[src/rtl/score_display.sv]
`default_nettype none
// ============================================================================
// Module      : score_display
// Description : Resynchronises the 7-bit running score into the clk domain,
//               converts it to BCD with a sequential shift-and-add-3 engine
//               and time-multiplexes the digits onto a 4-digit common-anode
//               seven-segment display.
//               Optional build macro: SCORE_SIGNED_EN (two's complement score,
//               minus sign on digit2, magnitude on digit1/digit0).
// Ports       : clk   - system clock, rising edge
//               rst   - asynchronous active-high reset
//               score - score value, may change asynchronously to clk
//               an    - anode enables, active-low, an[0] rightmost digit
//               seg   - cathodes {g,f,e,d,c,b,a}, active-low
//               dp    - decimal point, active-low, held off
//               upd   - one-cycle pulse when new digits are latched
// Revision    : 1.0 - initial release
// ============================================================================
module score_display #(
    parameter int REFRESH_BITS = 18
) (
    input  logic       clk,
    input  logic       rst,
    input  logic [6:0] score,
    output logic [3:0] an,
    output logic [6:0] seg,
    output logic       dp,
    output logic       upd
);

    localparam logic [1:0] c_ST_IDLE   = 2'd0;
    localparam logic [1:0] c_ST_SHIFT  = 2'd1;
    localparam logic [1:0] c_ST_UPDATE = 2'd2;

    localparam logic [6:0] c_SEG_BLANK = 7'b1111111;
    localparam logic [6:0] c_SEG_DASH  = 7'b0111111;

    logic [6:0]              r_s1, r_s2, r_last;
    logic [1:0]              r_state, w_state_next;
    logic [2:0]              r_i;
    logic [6:0]              r_shift;
    logic [11:0]             r_bcd;
    logic [3:0]              r_disp_h, r_disp_t, r_disp_o;
    logic [REFRESH_BITS-1:0] r_cnt;
    logic                    r_upd;
    logic [3:0]              r_an;
    logic [6:0]              r_seg;

    logic                    w_eligible, w_load, w_shift, w_latch;
    logic [6:0]              w_mag;
    logic [11:0]             w_adj;
    logic [1:0]              w_sel;
    logic [6:0]              w_seg_next;
    logic                    w_show_tens;

`ifdef SCORE_SIGNED_EN
    logic                    r_neg, r_disp_neg;
    // -64 negates to 7'b1000000, which is the correct magnitude 64.
    assign w_mag = r_s2[6] ? (~r_s2 + 7'd1) : r_s2;
`else
    assign w_mag = r_s2;
`endif

    function automatic logic [6:0] f_seg7(input logic [3:0] d);
        case (d)
            4'd0:    f_seg7 = 7'b1000000;
            4'd1:    f_seg7 = 7'b1111001;
            4'd2:    f_seg7 = 7'b0100100;
            4'd3:    f_seg7 = 7'b0110000;
            4'd4:    f_seg7 = 7'b0011001;
            4'd5:    f_seg7 = 7'b0010010;
            4'd6:    f_seg7 = 7'b0000010;
            4'd7:    f_seg7 = 7'b1111000;
            4'd8:    f_seg7 = 7'b0000000;
            4'd9:    f_seg7 = 7'b0010000;
            default: f_seg7 = c_SEG_BLANK;
        endcase
    endfunction

    function automatic logic [3:0] f_add3(input logic [3:0] n);
        f_add3 = (n >= 4'd5) ? (n + 4'd3) : n;
    endfunction

    // Only convert a value that has been stable for two samples and that
    // differs from what is already on the display.
    assign w_eligible = (r_s1 == r_s2) && (r_s2 != r_last);
    assign w_adj      = {f_add3(r_bcd[11:8]), f_add3(r_bcd[7:4]), f_add3(r_bcd[3:0])};

    // ------------------------------------------------------------------------
    // Conversion FSM
    // ------------------------------------------------------------------------
    always_ff @(posedge clk or posedge rst) begin
        if (rst) r_state <= c_ST_IDLE;
        else     r_state <= w_state_next;
    end

    always_comb begin
        w_state_next = r_state;
        w_load       = 1'b0;
        w_shift      = 1'b0;
        w_latch      = 1'b0;
        case (r_state)
            c_ST_IDLE: begin
                if (w_eligible) begin
                    w_load       = 1'b1;
                    w_state_next = c_ST_SHIFT;
                end
            end
            c_ST_SHIFT: begin
                w_shift = 1'b1;
                if (r_i == 3'd6) w_state_next = c_ST_UPDATE;
            end
            c_ST_UPDATE: begin
                w_latch      = 1'b1;
                w_state_next = c_ST_IDLE;
            end
            default: w_state_next = c_ST_IDLE;
        endcase
    end

    // ------------------------------------------------------------------------
    // Synchroniser and conversion datapath
    // ------------------------------------------------------------------------
    always_ff @(posedge clk or posedge rst) begin
        if (rst) begin
            r_s1     <= '0;
            r_s2     <= '0;
            r_last   <= '0;
            r_i      <= '0;
            r_shift  <= '0;
            r_bcd    <= '0;
            r_disp_h <= '0;
            r_disp_t <= '0;
            r_disp_o <= '0;
            r_upd    <= 1'b0;
`ifdef SCORE_SIGNED_EN
            r_neg      <= 1'b0;
            r_disp_neg <= 1'b0;
`endif
        end else begin
            r_s1  <= score;
            r_s2  <= r_s1;
            r_upd <= w_latch;
            if (w_load) begin
                r_shift <= w_mag;
                r_bcd   <= '0;
                r_last  <= r_s2;
                r_i     <= '0;
`ifdef SCORE_SIGNED_EN
                r_neg   <= r_s2[6];
`endif
            end
            if (w_shift) begin
                // Adjust then shift the combined {bcd, binary} register by one.
                r_bcd   <= {w_adj[10:0], r_shift[6]};
                r_shift <= {r_shift[5:0], 1'b0};
                r_i     <= r_i + 3'd1;
            end
            if (w_latch) begin
                r_disp_h <= r_bcd[11:8];
                r_disp_t <= r_bcd[7:4];
                r_disp_o <= r_bcd[3:0];
`ifdef SCORE_SIGNED_EN
                r_disp_neg <= r_neg;
`endif
            end
        end
    end

    // ------------------------------------------------------------------------
    // Display refresh
    // ------------------------------------------------------------------------
    assign w_sel = r_cnt[REFRESH_BITS-1 -: 2];

    // In the signed build the hundreds nibble is always zero, so this reduces
    // to "tens non-zero".
    assign w_show_tens = (r_disp_h != 4'd0) || (r_disp_t != 4'd0);

    always_comb begin
        w_seg_next = c_SEG_BLANK;
        case (w_sel)
            2'd0: w_seg_next = f_seg7(r_disp_o);
            2'd1: w_seg_next = w_show_tens ? f_seg7(r_disp_t) : c_SEG_BLANK;
`ifdef SCORE_SIGNED_EN
            2'd2: w_seg_next = r_disp_neg ? c_SEG_DASH : c_SEG_BLANK;
`else
            2'd2: w_seg_next = (r_disp_h != 4'd0) ? f_seg7(r_disp_h) : c_SEG_BLANK;
`endif
            default: w_seg_next = c_SEG_BLANK;
        endcase
    end

    always_ff @(posedge clk or posedge rst) begin
        if (rst) begin
            r_cnt <= '0;
            r_an  <= 4'b1111;
            r_seg <= c_SEG_BLANK;
        end else begin
            r_cnt <= r_cnt + REFRESH_BITS'(1);
            r_an  <= ~(4'b0001 << w_sel);
            r_seg <= w_seg_next;
        end
    end

    assign an  = r_an;
    assign seg = r_seg;
    assign upd = r_upd;
    assign dp  = 1'b1;

endmodule
`default_nettype wire

[config.mk]
export PLATFORM = sky130hd
export DESIGN_NAME = score_display
export DESIGN_NICKNAME = d
export VERILOG_FILES = /design/src/rtl/score_display.sv
export SDC_FILE = /design/constraint.sdc
export NUM_CORES = 1
export LEC_CHECK = 0
export CAP_MARGIN = 20
export CORE_MARGIN = 2
export CORE_UTILIZATION = 60
export CTS_CLUSTER_SIZE = 20
export DETAILED_ROUTE_END_ITERATION = 12
export PLACE_DENSITY = 0.81
export SYNTH_ARGS = -nofsm -noshare
export SYNTH_HDL_FRONTEND = slang
export SYNTH_SLANG_ARGS = --single-unit
[constraint.sdc]
create_clock -name clk -period 6.1 [get_ports clk]
set_clock_uncertainty 0.05 [all_clocks]
set_input_delay 0.915 -clock clk [delete_from_list [all_inputs] [get_ports clk]]
set_output_delay 0.915 -clock clk [all_outputs]
set_load 0.03 [all_outputs]
== Word level (Yosys, flattened, before mapping) ==
Memory sizes are Yosys's and may differ from the RTL's.
Index checks and enable logic that the tools add are counted.

* Memories: 3
* Input bits: 9
* Flip-flop bits (word level): 87
* Memory bits (read-only): 336
* Logic and storage cells: 63
* Output and inout bits: 13

{| class="wikitable"
|+ Memory list
! name !! words !! bits a word !! read ports !! clocked after memory_dff !! wr ports !! RTL line !! RTL
|-
| (no name shown) || 16 || 7 || 1 || 0 || 0 || 65 || <nowiki>case (d)</nowiki>
|-
| (no name shown) || 16 || 7 || 1 || 0 || 0 || 65 ||
|-
| (no name shown) || 16 || 7 || 1 || 0 || 0 || 65 ||
|}

* Muxes and demuxes: 19
* Reductions and logical operators: 8
* Order comparisons: 3
* Shifts and indexed selects: 1
* Add/sub/neg operators: 5
* Bitwise gates (word level): 1
* Equality and inequality tests: 9

{| class="wikitable"
|+ Operator list
! cell !! count
|-
| 2-to-1 mux 7 bit || 4
|-
| 2-to-1 mux 12 bit || 2
|-
| case mux 7 bit (3 select lines) || 1
|-
| adder 18 x 1 -> 18 bit (second input constant) || 1
|-
| >= comparator 4 x 3 -> 1 bit (second input constant) || 3
|-
| 2-to-1 mux 3 bit || 3
|-
| adder 4 x 2 -> 4 bit (second input constant) || 2
|-
| 2-to-1 mux 4 bit || 2
|-
| nonzero test 4 bit || 2
|-
| == test 7 bit || 1
|-
| inequality test 7 bit || 1
|-
| == test 2 x 1 -> 1 bit (second input constant) || 2
|-
| == test 2 bit (second input constant) || 2
|-
| zero test 2 bit || 2
|-
| 2-to-1 mux 1 bit || 4
|-
| 2-to-1 mux 2 bit || 2
|-
| inequality test 2 bit (second input constant) || 2
|-
| NOT 4 bit || 1
|-
| case mux 2 bit (2 select lines) || 1
|-
| << shifter 1 x 2 -> 4 bit (first input constant) || 1
|-
| adder 3 x 1 -> 3 bit (second input constant) || 1
|-
| adder 3 x 2 -> 3 bit (second input constant) || 1
|-
| == test 3 bit (second input constant) || 1
|-
| AND reduction 2 bit || 1
|-
| 3 further kinds || 3
|}

== Longest topological paths before layout ==
* Depth after elaboration: 6
* Depth in mapped cells: 7
* Depth with buffers taken out: 7

== Worst setup path after synthesis ==
OpenSTA, ideal clock, no wires.

* Path type: reg-to-reg
* Start: reg r_s2[1]
* End: reg r_bcd[10]
* Stages on the path, launching flop included: 7
* Path buffers: 1
* Slack: 4.054 ns
* Clock period less this slack: 2.046 ns
* Data required time: 5.912 ns
* Setup time: 0.138 ns
* Arrival: 1.858 ns
* Path through: dfrtp_1 xor2_1 or3_1 or4_4 nor2_4 buf_6 o22ai_1

* Longest elaborated chain between the ends: 5
* Elaborated cells between the ends (all ways): 6
* Those cells by class: eq/ne: 2; mux: 2; reduce/logical: 2

{| class="wikitable"
|+ Ends and longest elaborated chain
! what !! RTL line !! RTL
|-
| start, declared || 38 || <nowiki>logic [6:0] r_s1, r_s2, r_last;</nowiki>
|-
| start signal, assigned || 142 || <nowiki>r_s2 <= r_s1;</nowiki>
|-
| == test 7 bit / inequality test 7 bit (equally long branches) || 86 || <nowiki>assign w_eligible = (r_s1 == r_s2) && (r_s2 != r_last);</nowiki>
|-
| logical AND 1 bit * || 86 ||
|-
| 2-to-1 mux 1 bit * || 104 || <nowiki>if (w_eligible) begin</nowiki>
|-
| 2-to-1 mux 1 bit * || 102 || <nowiki>case (r_state)</nowiki>
|-
| nonzero test 2 bit (no source line) * || -- ||
|-
| end signal, assigned || 155 || <nowiki>r_bcd <= {w_adj[10:0], r_shift[6]};</nowiki>
|-
| end, declared || 42 || <nowiki>logic [11:0] r_bcd;</nowiki>
|}

Every way passes the cells marked *; elsewhere a longest branch is shown, timed or not.
A chain may end at the register's enable or synchronous reset.

== Worst setup path in the final report ==
* Start: reg r_seg[6], in the netlist seg[6]
* End: out seg[6]

{| class="wikitable"
|+ RTL lines
! what !! RTL line !! RTL
|-
| start, declared || 47 || <nowiki>logic [6:0] r_seg;</nowiki>
|-
| start signal, assigned || 197 || <nowiki>r_seg <= c_SEG_BLANK;</nowiki>
|-
| start signal, assigned || 201 || <nowiki>r_seg <= w_seg_next;</nowiki>
|-
| end, declared || 26 || <nowiki>output logic [6:0] seg,</nowiki>
|}

No word-level cell between the ends.

==> metrics <==
Initial DRT Pass Iterations=4; crit path cell chain=clkdlybuf4s50_1; final hold violation count=0; placer congestion estimate=around 0.84; # rows=30; Fmax achieved=0.401 GHz; Ys Warns=0; Port-buffer cells=20; Clock Path Buffers=2; Avg Cell Area, Syn=10.1 um2; All-Layer GR Usage=21.2%; number of nets with antenna violations after routing=0; clock sink count=just under 90; Worst path slowest cell=clkdlybuf4s50_1; # resized after CTS=0; DR iter-0 viols=around 180; Die H=88.7 um; core area=6870 um2; pwr dens=344 nW/um2; Period Utilization, post-route=40.9%; largest area contributor in the netlist=dfrtp_1; diode count=0; WP data arrival=1.53 ns; dominant synthesized flop cell=dfrtp_1; Post-Syn Instances=428; drt via density=5.70; CTS root buffer=clkbuf_8; Final nets=478; average wire per standard cell=~14 um; worst-path fanout max=1; Rel. slew slack=24.3%; CTS Buf Count=9; placed cell count=~530; IO Pins=22; synthesized flop and latch total=87; Crit Path Category=reg -> out; Yosys top cell area share=~44%; DRC Markers=0; synth top area cells=dfrtp_1 (44%), ha_1 (7.3%), dfstp_2 (6.7%); Net Count, Synth=roughly 460; CP Capture Type=output pin; Post-Route WL=7590 um; largest family of logic cells by synthesized area=simple AND/OR/NAND/NOR gates; Die Width=88.7 um; Fillers=about 500; family with the most delay on the worst path=buffers and inverters; area growth from synthesis to final layout=12.6%; Worst EP required=5.13 ns; crit-path max cell delay=around 0.66 ns; Hold-fix buffers, CTS=0; Seq/Total Area, Yosys=roughly half; pin count of the biggest net entering global routing=88; post-synthesis mux area share=1.54%; Worst Tran Pin Value=1.13 ns; worst min path class=reg -> reg; CTS H-tree depth=3; detailed placer's ending HPWL=5170 um; Via Count=roughly 3100; ys async rst share=100%; worst path bufs/invs=1; min Tclk post-route=2.49 ns; first-pass GRT wire length=13000 um; Cell variety after synth=between 50 and 60; initial antenna violation count=0; Post-synth EDFFs=0; Synth Area in Adders=7.27%; Simple-Gate Fraction of Synth Area=between 10% and 20%; post-CTS setup buffers=0; latest clock arrival within the worst-skew pair=0.34 ns; status=finished clean; Peak VDD IR=0.227 mV; Clock transition at path regs=0.08 ns; Total Neg Setup Slack=0 ns; multi-input logic area=just under 2000 um2; CTS tree=yes; Post-Layout Cell Count=545; Compound-Gate Fraction of Synth Area=13.3%; Max Cap Violations=0; gr ovfl total=0; initial core utilization=62.6%; sequential standard cell area=2190 um2; Leak=2.13 nW; Post-Synthesis Cell Area=4300 um2; unrepaired setup endpoints after global routing=no; Die Area=roughly 7900 um2; Synth Area in XOR/XNOR=roughly 7.5%; startpoint types=register; layout cells sized above 1=9.80%; vias in the first global route=approximately 2800; Slew Limit Fails=0; final setup violating endpoints=0
[cell usage after synthesis, drive strengths merged, types with 10 or more instances]
cell,instances
xnor2,28
nand3,14
nor2,26
nand2,61
o22ai,10
inv,21
ha,25
o21ai,28
dfstp,11
dfrtp,76
a21oi,17
clkbuf,15
[metal layers]
layer / share of wire (%) / vias to the layer above / global-route usage [%] / wire (um)
li1: - / 1502 / - / -
met5: 0 / - / 0 / 0
met3: 3.8 / 11 / 4.66 / 291
met4: 1.7 / 0 / 6.61 / 127
met1: 44 / 1511 / 28.8 / 3360
met2: 50 / 80 / 34.2 / 3810
[layout make-up]
| class | instances | area share, % |
|---|---|---|
| repair buffers | 24 | 5.58 |
| well taps | 96 | 2.48 |
| flip-flops and latches | 87 | 45.2 |
| clock inverters | 4 | 1.58 |
| multi-input cells | 300 | 40.0 |
| inverters | 22 | 1.73 |
| clock buffers | 12 | 3.41 |
[stage by stage]
stage | power, mW | area [um2] | worst slack (ns) | util [%] | hold slack [ns]
floorplan | 1.09 | 4300 | 2.90 | - | 0.322
global placement | 1.17 | 4550 | 3.75 | 66.2 | 0.326
detailed placement | 1.21 | 4570 | 3.67 | 66.6 | 0.329
CTS | 1.67 | 4820 | 3.59 | 70.1 | 0.346
global route | 1.78 | 4840 | 3.49 | 70.5 | 0.366
finish | 1.66 | 4840 | 3.61 | 70.5 | 0.345
[power by group]
group / switching (mW) / internal [mW] / leakage (nW)
logic: 0.258 / 0.201 / 0.911
registers: 0.0741 / 0.674 / 1.10
clock network: 0.193 / 0.265 / 0.119
[final timing paths]
| path | start | to | slack (ns) | cells after the start |
|---|---|---|---|---|
| setup / recovery | seg[6]$_DFF_PP1_ | seg[6] | 3.61 | 1 |
| hold / removal | r_s1[4]$_DFF_PP0_ | r_s2[4]$_DFF_PP0_ | 0.34 | 0 |
| setup reg to reg | r_s2[1]$_DFF_PP0_ | r_shift[2]$_DFFE_PP0P_ | 3.62 | 5 |
| hold reg to reg | r_s1[4]$_DFF_PP0_ | r_s2[4]$_DFF_PP0_ | 0.34 | 0 |
| max in group asynchronous | rst | an[2]$_DFF_PP1_ | 4.55 | 4 |
| min in group asynchronous | rst | r_cnt[6]$_DFF_PP0_ | 0.83 | 3 |
[registers in the layout, summed over array words and instances (netlist names), 7 cells and up]
signal and count:
r_last 7, r_s1 7, r_cnt 18, r_shift 7, r_s2 7, r_bcd 12, seg 7
[cells by family (layout without fill, tap and decap cells)]
logic type | Yosys count | count (layout)
AOI/OAI and AO/OA | 92 | 92
xor gates and xnor gates | 37 | 37
adders and majority gates | 25 | 25
buffers and inverters | 41 | 62
DFF | 87 | 87
muxes | 6 | 6
other | 1 | 1
and+or+nand+nor | 139 | 139
[placed cells by master (no fill, tap or decap), types with 2 or more instances in the layout]
cell type / Yosys / routed
a211oi_1: 2 / 2
a21oi_1: 17 / 17
a221oi_1: 2 / 2
a31oi_1: 9 / 9
and3_1: 5 / 5
and4_1: 2 / 2
buf_16: 0 / 2
buf_4: 1 / 2
bufinv_16: 0 / 2
clkbuf_8: 0 / 12
clkdlybuf4s50_1: 0 / 20
dfrtp_1: 76 / 76
dfstp_2: 11 / 11
ha_1: 25 / 25
inv_1: 21 / 20
mux2_2: 5 / 5
nand2_1: 61 / 61
nand2b_1: 8 / 8
nand3_1: 14 / 14
nand4_1: 5 / 5
nor2_1: 25 / 25
nor2b_1: 5 / 5
nor3_1: 3 / 3
nor4_1: 3 / 3
o211ai_1: 8 / 8
o21ai_0: 27 / 27
o22ai_1: 10 / 10
o31ai_1: 3 / 3
or2_2: 3 / 3
xnor2_1: 28 / 28
xor2_1: 9 / 9
Power figures use the tool's default switching activity.
